[src/rtl/ifetch_pkg.sv]
// Shared constants for the instruction-fetch path: machine word width,
// instruction SRAM word-address width and response buffer depth.
package ifetch_pkg;

  localparam int XLEN             = 32;
  localparam int IMEM_AW          = 15;
  localparam int IFETCH_RSP_DEPTH = 3;

endpackage : ifetch_pkg

[src/rtl/ifetch_imem_if.sv]
// Bus bundles for the fetch unit: the request/response fetch channel and the
// single-port instruction SRAM connection.
interface ifetch_if_t #(
  parameter int AW = 32,
  parameter int DW = 32
);
  logic          req_vld;
  logic          req_rdy;
  logic [AW-1:0] req_pc;
  logic          rsp_vld;
  logic          rsp_rdy;
  logic [DW-1:0] rsp_ir;

  modport master (output req_vld, req_pc, rsp_rdy,
                  input  req_rdy, rsp_vld, rsp_ir);
  modport slave  (input  req_vld, req_pc, rsp_rdy,
                  output req_rdy, rsp_vld, rsp_ir);
endinterface : ifetch_if_t

interface sram_if_t #(
  parameter int AW = 15,
  parameter int DW = 32
);
  logic [AW-1:0] addr;
  logic          wen;
  logic [DW-1:0] wdata;
  logic [DW-1:0] rdata;

  modport master (output addr, wen, wdata, input  rdata);
  modport slave  (input  addr, wen, wdata, output rdata);
endinterface : sram_if_t

[src/rtl/ifetch_rsp_fifo.sv]
// Small in-order response buffer: circular storage with a head-of-queue
// read port; pointers and occupancy reset, the data array does not.
module ifetch_rsp_fifo
  import ifetch_pkg::*;
#(
  parameter  int DEPTH = IFETCH_RSP_DEPTH,
  parameter  int DW    = XLEN,
  localparam int CW    = $clog2(DEPTH + 1),
  localparam int PW    = (DEPTH > 1) ? $clog2(DEPTH) : 1
) (
  input  logic          clk,
  input  logic          rst,
  input  logic          push,
  input  logic [DW-1:0] push_data,
  input  logic          pop,
  output logic [CW-1:0] count,
  output logic [DW-1:0] head
);

  logic [DW-1:0] mem [DEPTH];
  logic [PW-1:0] wr_ptr;
  logic [PW-1:0] rd_ptr;
  logic          do_push;
  logic          do_pop;

  function automatic logic [PW-1:0] next_ptr(input logic [PW-1:0] p);
    return (p == PW'(DEPTH - 1)) ? '0 : p + 1'b1;
  endfunction

  // Guards keep the buffer consistent even if a caller misbehaves.
  assign do_pop  = pop && (count != '0);
  assign do_push = push && ((count != CW'(DEPTH)) || do_pop);
  assign head    = mem[rd_ptr];

  always_ff @(posedge clk or posedge rst) begin
    if (rst) begin
      wr_ptr <= '0;
      rd_ptr <= '0;
      count  <= '0;
    end else begin
      if (do_push) wr_ptr <= next_ptr(wr_ptr);
      if (do_pop)  rd_ptr <= next_ptr(rd_ptr);
      case ({do_push, do_pop})
        2'b10:   count <= count + 1'b1;
        2'b01:   count <= count - 1'b1;
        default: count <= count;
      endcase
    end
  end

  always_ff @(posedge clk) begin
    if (do_push) mem[wr_ptr] <= push_data;
  end

endmodule : ifetch_rsp_fifo

[src/rtl/ifetch_imem.sv]
// Instruction fetch responder: turns fetch requests into synchronous SRAM
// reads and returns the words in order through a small response buffer.
module ifetch_imem
  import ifetch_pkg::*;
#(
  parameter int AW      = XLEN,
  parameter int DW      = XLEN,
  parameter int SRAM_AW = IMEM_AW
) (
  input  logic     clk,
  input  logic     rst,
  ifetch_if_t.slave ifetch,
  sram_if_t.master  sram
);

  localparam int DEPTH = IFETCH_RSP_DEPTH;
  localparam int CW    = $clog2(DEPTH + 1);

  logic          s1_vld;
  logic          accept;
  logic          pop;
  logic [CW-1:0] count;
  logic [DW-1:0] head;
  logic [CW:0]   committed;
  logic          unused_pc_bits;

  // Word-aligned index; byte offset and high PC bits simply alias.
  assign sram.addr      = ifetch.req_pc[SRAM_AW+1:2];
  assign sram.wen       = 1'b0;
  assign sram.wdata     = '0;
  assign unused_pc_bits = ^{ifetch.req_pc[1:0], ifetch.req_pc[AW-1:SRAM_AW+2]};

  // Reserve a slot for every read already launched so the buffer never
  // overflows; depends on registered state only.
  assign committed      = {1'b0, count} + {{CW{1'b0}}, s1_vld};
  assign ifetch.req_rdy = !rst && (committed < (CW+1)'(DEPTH));
  assign accept         = ifetch.req_vld && ifetch.req_rdy;

  assign ifetch.rsp_vld = (count != '0);
  assign ifetch.rsp_ir  = ifetch.rsp_vld ? head : '0;
  assign pop            = ifetch.rsp_vld && ifetch.rsp_rdy;

  always_ff @(posedge clk or posedge rst) begin
    if (rst) s1_vld <= 1'b0;
    else     s1_vld <= accept;
  end

  ifetch_rsp_fifo #(
    .DEPTH (DEPTH),
    .DW    (DW)
  ) u_rsp_fifo (
    .clk       (clk),
    .rst       (rst),
    .push      (s1_vld),
    .push_data (sram.rdata),
    .pop       (pop),
    .count     (count),
    .head      (head)
  );

endmodule : ifetch_imem

[src/flat_wrapper.sv]
// flat-port wrapper written by rule: the top's interface ports become plain ports
module ifetch_imem_flat import ifetch_pkg::*;
#(
  parameter int AW      = XLEN,
  parameter int DW      = XLEN,
  parameter int SRAM_AW = IMEM_AW
)
  (clk, rst, ifetch_req_vld, ifetch_req_pc, ifetch_rsp_rdy, ifetch_req_rdy, ifetch_rsp_vld, ifetch_rsp_ir, sram_addr, sram_wen, sram_wdata, sram_rdata);
  ifetch_if_t #(.AW(AW), .DW(DW)) ifetch_i ();
  sram_if_t #(.AW(AW), .DW(DW)) sram_i ();
  input  logic clk;
  input  logic rst;
  input wire logic [$bits(ifetch_i.req_vld)-1:0] ifetch_req_vld;
  input wire logic [$bits(ifetch_i.req_pc)-1:0] ifetch_req_pc;
  input wire logic [$bits(ifetch_i.rsp_rdy)-1:0] ifetch_rsp_rdy;
  output wire logic [$bits(ifetch_i.req_rdy)-1:0] ifetch_req_rdy;
  output wire logic [$bits(ifetch_i.rsp_vld)-1:0] ifetch_rsp_vld;
  output wire logic [$bits(ifetch_i.rsp_ir)-1:0] ifetch_rsp_ir;
  output wire logic [$bits(sram_i.addr)-1:0] sram_addr;
  output wire logic [$bits(sram_i.wen)-1:0] sram_wen;
  output wire logic [$bits(sram_i.wdata)-1:0] sram_wdata;
  input wire logic [$bits(sram_i.rdata)-1:0] sram_rdata;
  assign ifetch_i.req_vld = ifetch_req_vld;
  assign ifetch_i.req_pc = ifetch_req_pc;
  assign ifetch_i.rsp_rdy = ifetch_rsp_rdy;
  assign ifetch_req_rdy = ifetch_i.req_rdy;
  assign ifetch_rsp_vld = ifetch_i.rsp_vld;
  assign ifetch_rsp_ir = ifetch_i.rsp_ir;
  assign sram_addr = sram_i.addr;
  assign sram_wen = sram_i.wen;
  assign sram_wdata = sram_i.wdata;
  assign sram_i.rdata = sram_rdata;
  ifetch_imem #(.AW(AW), .DW(DW), .SRAM_AW(SRAM_AW)) u_core (.clk(clk), .rst(rst), .ifetch(ifetch_i), .sram(sram_i));
endmodule
[config.mk]
export PLATFORM = sky130hd
export DESIGN_NAME = ifetch_imem_flat
export DESIGN_NICKNAME = d
export VERILOG_FILES = /design/src/rtl/ifetch_pkg.sv /design/src/rtl/ifetch_imem_if.sv /design/src/rtl/ifetch_rsp_fifo.sv /design/src/rtl/ifetch_imem.sv /design/src/flat_wrapper.sv
export SDC_FILE = /design/constraint.sdc
export NUM_CORES = 1
export LEC_CHECK = 0
export BUFFER_PORTS_ARGS = -buffer_cell sky130_fd_sc_hd__buf_2
export CAP_MARGIN = 20
export CORE_MARGIN = 5
export CORE_UTILIZATION = 54
export DETAILED_ROUTE_END_ITERATION = 16
export GPL_TIMING_DRIVEN = 0
export PLACE_DENSITY = 0.95
export SYNTH_ARGS = -nofsm -noshare
export SYNTH_HDL_FRONTEND = slang
export SYNTH_HIERARCHICAL = 1
export SYNTH_SLANG_ARGS = --single-unit
[constraint.sdc]
create_clock -name clk -period 11.2 [get_ports clk]
set_clock_uncertainty 0.1 [all_clocks]
set_input_delay 0.56 -clock clk [delete_from_list [all_inputs] [get_ports clk]]
set_output_delay 0.56 -clock clk [all_outputs]
set_load 0.02 [all_outputs]
After elaboration in Yosys (flattened, before gate mapping)
Memories as Yosys holds them, arrays and structs flattened.
Index checks and enable logic that the tools add are counted.
- add/subtract/negate cells: 5
- order comparisons: 1
- eq/ne operators: 5
- multiplexer cells: 6
- reductions and logical operators: 9
- operator list (cell ; count):
    2-to-1 mux 32 bit ; 1
    adder 2 x 1 -> 2 bit, second input constant ; 3
    == test 2 bit, second input constant ; 3
    logical AND 1 bit ; 5
    2-to-1 mux 2 bit ; 2
    case mux 2 bit (2 select lines) ; 1
    nonzero test 2 bit ; 2
    adder 2 x 1 -> 3 bit ; 1
    less-than comparator 3 x 2 -> 1 bit, second input constant ; 1
    == test 2 x 1 -> 1 bit, second input constant ; 1
    2-to-1 mux 1 bit ; 2
    inequality test 2 bit, second input constant ; 1
    subtractor 2 x 1 -> 2 bit, second input constant ; 1
    zero test 1 bit ; 1
    logical OR 1 bit ; 1
- bits in registers: 7
- RAM bits: 96
- input port bits: 68
- output and inout bits: 99
- logic and storage cells: 31
- memories kept: 1
- memory list (memory ; depth ; bits a word ; rd ports ; clocked after memory_dff ; write ports ; line ; source):
    u_core.u_rsp_fifo.mem ; 3 ; 32 ; 1 ; 0 ; 1 ; ifetch_rsp_fifo.sv:20 ; logic [DW-1:0] mem [DEPTH];

Depth between registers and ports, before layout
Gate-level depths: netlist of run 1.
- word-level depth: 7
- depth in mapped cells: 5
- gate-level depth less buffers: 5

Modules after synthesis
The synthesis of run 1 kept the hierarchy.
- modules (own cells, without submodules) (module ; times used ; cells each ; area an instance (um^2) ; seq. area each (um^2)):
    ifetch_rsp_fifo ; 1 ; 237 ; 3886.2 ; 3032.9
    ifetch_imem ; 1 ; 110 ; 819.5 ; 25.0

Worst setup path before layout of run 1
No wires, ideal clock.
- path kind: input to register
- from: input ifetch_rsp_rdy
- to: memory u_core.u_rsp_fifo.mem[2][0] (enable)
- setup time: 468 ps
- arrival time: 3476 ps
- data required time: 10632 ps
- setup slack: 7156 ps
- stages: 3
- buffers on the path: 0
- cell sequence: nor2b_1 o21ai_4 nor3b_1
- cells in the longest elaborated chain, start to end: 6
- RTL lines (what ; line ; source):
    start, declared ; flat_wrapper.sv:15 ; input wire logic [$bits(ifetch_i.rsp_rdy)-1:0] ifetch_rsp_rdy;
    logical AND 1 bit ; ifetch_imem.sv:41 ; assign pop = ifetch.rsp_vld && ifetch.rsp_rdy;
    logical AND 1 bit ; ifetch_rsp_fifo.sv:31 ; assign do_pop = pop && (count != '0);
    logical OR 1 bit ; ifetch_rsp_fifo.sv:32 ; assign do_push = push && ((count != CW'(DEPTH)) || do_pop);
    logical AND 1 bit ; ifetch_rsp_fifo.sv:32 ;
    2-to-1 mux 1 bit ; ifetch_rsp_fifo.sv:52 ; if (do_push) mem[wr_ptr] <= push_data;
    2-to-1 mux 1 bit (implied by the code) ; ifetch_rsp_fifo.sv:52 ;
    end, declared ; ifetch_rsp_fifo.sv:20 ;
No other way between the ends.

Worst setup path in the final report of run 1
- from: register u_core.u_rsp_fifo.count[1]
- to: memory u_core.u_rsp_fifo.mem[2][20] (enable)
- cells in the longest elaborated chain, start to end: 7
- elaborated cells on any way between the ends: 8
- classes of those cells: eq/ne (1); mux (2); reduce/logical (5)
- RTL lines (what ; line ; source):
    start, declared ; ifetch_rsp_fifo.sv:16 ; output logic [CW-1:0] count,
    start signal, assigned ; ifetch_rsp_fifo.sv:44 ; 2'b10: count <= count + 1'b1;
    start signal, assigned ; ifetch_rsp_fifo.sv:45 ; 2'b01: count <= count - 1'b1;
    start signal, assigned ; ifetch_rsp_fifo.sv:46 ; default: count <= count;
    nonzero test 2 bit ; ifetch_imem.sv:39 ; assign ifetch.rsp_vld = (count != '0);
    logical AND 1 bit ; ifetch_imem.sv:41 ;
    via u_core.pop ; ifetch_imem.sv:21 ; logic pop;
    logical AND 1 bit ; ifetch_rsp_fifo.sv:31 ;
    logical OR 1 bit ; ifetch_rsp_fifo.sv:32 ;
    logical AND 1 bit ; ifetch_rsp_fifo.sv:32 ;
    2-to-1 mux 1 bit ; ifetch_rsp_fifo.sv:52 ;
    2-to-1 mux 1 bit (implied by the code) ; ifetch_rsp_fifo.sv:52 ;
The timed path passes the listed nets, and every way through them passes these cells.

==> flow_summary_export.csv, run 1 <==
group,metric,value,unit
status,status,"completed",
yosys,ys_warn_count,6,
critical_path,crit_chain,"nor2_4, nor2b_1, o21ai_4, nor3b_2, buf_6, buf_6",
yosys,netlist_area,0.00471,mm²
floorplan,rows,34,
placement,placed_area,0.00552,mm²
cts,cts_tree,"yes",
yosys,synthDominantCellAreaShare,61.3,%
timing,setup_viol,0,
timing,maxSlewViolCount,0,
critical_path,cp-endpoint,"u_core/u_rsp_fifo/mem[2][20]",
cts,cts.clk_slew.worst_paths,90,ps
yosys,syn_inst,347,
critical_path,worstRegToRegCells,6,
critical_path,slowest_stage,"nor3b_2",
route,viasPerCell,4.78,
finish,areaGrowthSynthToFinish,22.0,%
critical_path,r2r_end,"u_core/u_rsp_fifo/mem[2][20]",
critical_path,cp_data_arrival_time,2660,ps
critical_path,regToRegSetupSlack,8500,ps
critical_path,timing.rr.start,"u_core/u_rsp_fifo/count[1]",
power_and_ir_drop,switchingPower,389,µW
global_route,grt_max_degree,33,
route,ant_nets,0,
timing,tns,0,ps
cts,clk_path_buf_depth,2,
power_and_ir_drop,pwr-share-clk,21.0,%
critical_path,crit_type,"flip-flop to flip-flop",
critical_path,path_max_fanout,10,
cts,postCtsSetupBuffers,0,
finish,nets,568,
placement,gp_congestion,0.780,
hold_path,hold_class,"input pin to flip-flop",
critical_path,cp-start-kind,"flip-flop",
route,first_pass_iters,9,
yosys,yosys_register_bits,103,
critical_path,cp_common_cell,"buf_6",
timing,worst_slew_pin_slew,813,ps
cts,cts_num_sinks,103,
finish,nFillCells,605,
route,drc,0,
power_and_ir_drop,leakage,0.00242,µW
critical_path,endpoint_kind,"flip-flop",
yosys,synth_seq_area_share,65.0,%
timing,max_freq,371,MHz
timing,finalCriticalPeriod,2700,ps
global_route,grt_pass1_vias,2831,
job,drv_cap,0,
power_and_ir_drop,combPwrFrac,36.4,%
finish,antenna_cells,0,
floorplan,core,0.00859,mm²
power_and_ir_drop,swShare,33.7,%
timing,hold_viol_final,0,
timing,period_share,24.1,%
yosys,synth.area.top_cells,"edfxtp_1 61%, buf_4 11%, mux2i_1 6.8%, nor2b_1 4.7%, dfrtp_1 3.7%",
critical_path,max_stage_delay,680,ps
critical_path,required,11160,ps
timing,rsz0062_at_grt,"no",
finish,final_cell_area,0.00574,mm²
timing,slew_headroom,45.8,%
cts,insertion_delay,350,ps
floorplan,dieArea,0.0107,mm²
finish,layout-drive-gt1-share,37.1,%
global_route,gr-total-overflow,0,
cts,cts_made_buffers,9,
global_route,antenna_found_initial,0,
power_and_ir_drop,p_per_area,201,mW/mm²
yosys,yosysUniqueCellTypes,28,
cts,cts_root_buf,"clkbuf_8",
route,vias,2910,
route,wire_per_inst,15.4,µm
placement,dpl.hpwl,6790,µm
yosys,syn_area_per_cell,13.6,µm²
route,drt-total-wl,9350,µm
power_and_ir_drop,p_int,764,µW
floorplan,dieWidth,103,µm
global_route,grt_pass1_wl,13600,µm
global_route,track_usage,17.0,%
power_and_ir_drop,seq_power_share,42.5,%
floorplan,ioPinCount,167,
yosys,synth_top_area_cell,"edfxtp_1",
route,drt_iter0_markers,147,
critical_path,crit_start,"u_core/u_rsp_fifo/count[1]",
power_and_ir_drop,ir_drop,0.000153,V
floorplan,start_util,54.8,%
placement,numPortBuffers,84,
floorplan,fp.dieH,103,µm
cts,h-tree-depth,3,
kinds of logic (layout without fill, tap and decap cells):
kind of cell | Yosys count | after routing | share of synthesized area [%]
multiplexers | 34 | 34 | 7.44
buffers and inverters | 83 | 188 | 12.9
AND/OR/NAND/NOR | 83 | 83 | 9.07
flip-flops | 103 | 103 | 65.0
AO/OA/AOI/OAI | 41 | 41 | 4.95
adder cells (fa/ha/maj) | 2 | 2 | 0.532
other | 1 | 50 | 0.0797
final cells by class:
| class | instances | area, µm² | area share, % |
|---|---|---|---|
| well taps | 108 | 135 | 2.35 |
| repair buffers | 91 | 498 | 8.67 |
| inverters | 4 | 15.0 | 0.262 |
| clock buffers | 9 | 124 | 2.16 |
| clock inverters | 5 | 83.8 | 1.46 |
| plain buffers | 79 | 594 | 10.4 |
| multi-input cells | 210 | 1230 | 21.5 |
| flip-flops and latches | 103 | 3060 | 53.3 |
worst min-delay path by stage:
stage | startpoint | endpoint | slack (ps) | cells after the start
after floorplan | rst | u_core/s1_vld | 190 | 1
after global placement | rst | u_core/s1_vld | 320 | 2
after detailed placement | rst | u_core/s1_vld | 330 | 2
after CTS | sram_rdata[16] | u_core/u_rsp_fifo/mem[0][16] | 300 | 1
after global routing | sram_rdata[12] | u_core/u_rsp_fifo/mem[1][12] | 280 | 1
final | sram_rdata[6] | u_core/u_rsp_fifo/mem[2][6] | 310 | 1
flip-flops by register name, summed over array words and instances (netlist names):
signal	flops
u_core/u_rsp_fifo/rd_ptr	2
u_core/u_rsp_fifo/count	2
u_core/u_rsp_fifo/mem	96
u_core/u_rsp_fifo/wr_ptr	2
u_core/s1_vld	1
cells in the final DEF (no fill, tap or decap), types with 2 or more instances in the layout:
master and instances:
nand2_1 35, a21oi_1 2, o21ai_0 34, bufinv_16 2, edfxtp_1 96, clkbuf_1 5
nand2b_1 2, ha_1 2, inv_1 4, buf_4 67, conb_1 50, mux2i_1 32
nor2b_1 35, dfrtp_1 7, mux2_4 2, buf_6 12, nor2_1 4, clkinvlp_4 2
buf_2 85, clkbuf_8 9
metal layers:
layer | vias up | track usage [%] | wire length, µm
li1 | 1395 | - | -
met3 | 10 | 3.55 | 994
met4 | 0 | 6.08 | 100
met2 | 147 | 31.5 | 4870
met1 | 1358 | 19.2 | 3380
met5 | - | 0 | 0
worst max-delay path: cells and delay by family (launching register included):
kind / cells / cell delay, ps
flops: 1 / 520
compound gates: 1 / 160
simple gates: 3 / 1220
buf+inv: 2 / 410
synth_stat cells, drive strengths merged:
cell,number
edfxtp,96
buf,74
nand2,35
nor2b,35
o21ai,35
mux2i,32
dfrtp,7
clkbuf,5
nor2,5
inv,4
a21oi,2
ha,2
mux2,2
nand2b,2
nor3,2
a211oi,1
a21o,1
a2bb2oi,1
and2,1
and2b,1
conb,1
nand3,1
nor3b,1
o211ai,1
what timing repair did:
item,CTS,global route
gates resized for setup,0,0
endpoints found under the hold margin,1,0
hold buffers,1,0
through the flow:
step | hold slack (ps) | setup slack [ps] | power [µW] | utilization [%] | instances
5_1_grt | 284 | 8340 | 1210 | 66.8 | 609
6_report | 306 | 8500 | 1150 | 66.8 | 609
2_1_floorplan | 189 | 7160 | 796 | - | 396
3_5_place_dp | 333 | 8480 | 919 | 64.3 | 594
4_1_cts | 295 | 8480 | 1160 | 66.8 | 609
3_3_place_gp | 322 | 5730 | 899 | 63.4 | 588
power groups by stage:
stage | sequential (µW) | clock (µW) | combinational [µW]
CTS | 490 | 246 | 423
floorplan | 494 | 0 | 302
detailed placement | 499 | 0 | 420
global route | 494 | 263 | 457
finish | 490 | 243 | 420
global placement | 498 | 0 | 401
Power figures use the tool's default switching activity.
==> run 2, diff against run 1 <==
--- a/config.mk
+++ b/config.mk
@@ -8,10 +8,10 @@
 export BUFFER_PORTS_ARGS = -buffer_cell sky130_fd_sc_hd__buf_2
 export CAP_MARGIN = 20
 export CORE_MARGIN = 5
-export CORE_UTILIZATION = 54
+export CORE_UTILIZATION = 45
 export DETAILED_ROUTE_END_ITERATION = 16
 export GPL_TIMING_DRIVEN = 0
-export PLACE_DENSITY = 0.95
+export PLACE_DENSITY = 0.88
 export SYNTH_ARGS = -nofsm -noshare
 export SYNTH_HDL_FRONTEND = slang
 export SYNTH_HIERARCHICAL = 1
==> constraint.sdc (replaced) <==
create_clock -name clk -period 2.3 [get_ports clk]
set_clock_uncertainty 0.1 [all_clocks]
set_input_delay 0.115 -clock clk [delete_from_list [all_inputs] [get_ports clk]]
set_output_delay 0.115 -clock clk [all_outputs]
set_load 0.02 [all_outputs]
==> run 2 against run 1 <==
Compared with the run above: sequential share of layout area fell by 3.5 points; clock power rose to 4.4 times the previous value; hold slack got worse by 230 ps; sequential cell count did not move; highest routed layer unchanged.
==> flow_summary_export.csv, run 2 (synthesis gave the netlist of run 1 again) <==
group,metric,value,unit
floorplan,core,0.0103,mm²
placement,place_inst,619,
timing,max_freq,462,MHz
floorplan,rows,37,
floorplan,start_util,45.8,%
floorplan,dieWidth,112,µm
global_route,track_usage,15.8,%
timing,tns,0,ps
global_route,grt_max_degree,33,
global_route,grt_pass1_wl,15700,µm
critical_path,crit_type,"flip-flop to flip-flop",
route,drt-total-wl,10200,µm
global_route,grt_pass1_vias,2997,
critical_path,endpoint_kind,"flip-flop",
timing,slew_headroom,61.7,%
route,viasPerCell,4.53,
placement,dpl.hpwl,6790,µm
route,wire_per_inst,15.2,µm
finish,final_cells,673,
hold_path,hold_class,"input pin to async pin",
power_and_ir_drop,leakage,0.00258,µW
critical_path,path_max_fanout,17,
route,drc,0,
cts,h-tree-depth,3,
finish,antenna_cells,0,
cts,cts_root_buf,"clkbuf_8",
critical_path,worstRegToRegCells,5,
finish,final_common_cell,"edfxtp_1",
timing,maxSlewViolCount,0,
route,ant_nets,0,
route,drt_iter0_markers,223,
route,vias,3052,
power_and_ir_drop,combPwrFrac,38.6,%
power_and_ir_drop,switchingPower,2020,µW
cts,cts_num_sinks,103,
cts,insertion_delay,350,ps
power_and_ir_drop,p_int,3610,µW
placement,numPortBuffers,84,
cts,clk_path_buf_depth,2,
power_and_ir_drop,seq_power_share,42.6,%
power_and_ir_drop,p_per_area,916,mW/mm²
global_route,gr-total-overflow,0,
floorplan,fp.dieH,112,µm
timing,rsz0062_at_grt,"no",
finish,largest-register,"u_core/u_rsp_fifo/mem",
power_and_ir_drop,pwr-share-clk,18.9,%
critical_path,cp-start-kind,"flip-flop",
finish,nFillCells,759,
route,first_pass_iters,4,
power_and_ir_drop,p_total,5630,µW
finish,mostFrequentLayoutCells,"96 x edfxtp_1, 85 x buf_2, 71 x buf_4",
power_and_ir_drop,swShare,36.0,%
status,status,"completed",
finish,largest_register_ffs,96,
power_and_ir_drop,ir_drop,0.000694,V
timing,worst_slew_pin_slew,574,ps
floorplan,dieArea,0.0126,mm²
cts,cts_made_buffers,9,
cts,cts.clk_slew.worst_paths,100,ps
cts,cts_tree,"yes",
floorplan,ioPinCount,167,
timing,finalCriticalPeriod,2160,ps
timing,period_share,94.0,%
global_route,antenna_found_initial,0,
finish,areaGrowthSynthToFinish,30.6,%
finish,nets,602,
critical_path,required,2260,ps
finish,layout-drive-gt1-share,35.8,%
timing,hold_viol_final,0,
placement,gp_congestion,0.738,
critical_path,cp_data_arrival_time,2130,ps
timing,setup_viol,0,
job,drv_cap,0,
timing,finalHoldWorstSlack,75.9,ps
run 2: changes by cell type in the layout (fill, tap and decap cells not counted), moves of 2 or more:
| cell | change |
|---|---|
| bufinv_16 | -2 |
| clkbuf_1 | -2 |
| buf_4 | +4 |
| buf_6 | -6 |
| buf_16 | +2 |
| clkbuf_2 | +2 |
| dlygate4sd3_1 | +33 |
run 2: final cells by class:
type	instances	area [µm²]	share of cell area [%]
tap	136	170	2.77
inverter	4	15.0	0.244
timing repair buffer	125	861	14.0
buffer	79	597	9.71
multi-input combinational	210	1250	20.4
clock inverter	7	66.3	1.08
sequential	103	3060	49.8
clock buffer	9	124	2.02
run 2: repair_timing:
item	in CTS	in global routing
buffers inserted	4	0
hold buffers	34	0
hold endpoints to repair	104	0
pin swaps	1	0
endpoints found under the setup margin	64	9
gates resized for setup	1	4
run 2: metal layers:
metal | GRT usage, % | wire length (µm) | part of all wire [%] | vias up
met4 | 3.04 | 57 | 0.56 | 0
met5 | 0 | 0 | 0 | -
met2 | 29.1 | 5280 | 52 | 166
met1 | 18.1 | 3900 | 38 | 1407
li1 | - | - | - | 1473
met3 | 4.74 | 1000 | 9.8 | 6
run 2: critical path, stage by stage (launching register included):
cell and delay (ps):
dfrtp_1 530, nor2_4 130, nor2b_4 220, o21ai_4 130
nor3b_4 520, buf_16 230
run 2: final timing paths:
check                                             from                           end  slack [ps]
max reg2reg                 u_core/u_rsp_fifo/count[1]  u_core/u_rsp_fifo/mem[2][28]         140
min reg2reg                u_core/u_rsp_fifo/wr_ptr[1]   u_core/u_rsp_fifo/wr_ptr[1]         560
max in group asynchronous                          rst   u_core/u_rsp_fifo/wr_ptr[1]        1740
max                         u_core/u_rsp_fifo/count[1]  u_core/u_rsp_fifo/mem[2][28]         140
min                                                rst                 u_core/s1_vld          80
min in group clk                        ifetch_rsp_rdy    u_core/u_rsp_fifo/count[1]         200
run 2: power groups by stage:
| stage | clock network [µW] | registers, µW | logic [µW] |
|---|---|---|---|
| after floorplan | 0 | 2410 | 1490 |
| after global placement | 0 | 2430 | 2010 |
| after detailed placement | 0 | 2440 | 2100 |
| after CTS | 1080 | 2390 | 2170 |
| after global routing | 1180 | 2410 | 2350 |
| final | 1060 | 2400 | 2170 |
run 2: per-stage QoR:
step                      area, µm²  setup WS (ps)  util, %
final                          6140            137     59.8
after global routing           6140           55.8     59.8
after CTS                      6140           29.7     59.8
after detailed placement       5580           -160     54.3
after global placement         5510           -543     53.6
after floorplan                4920           29.6        -
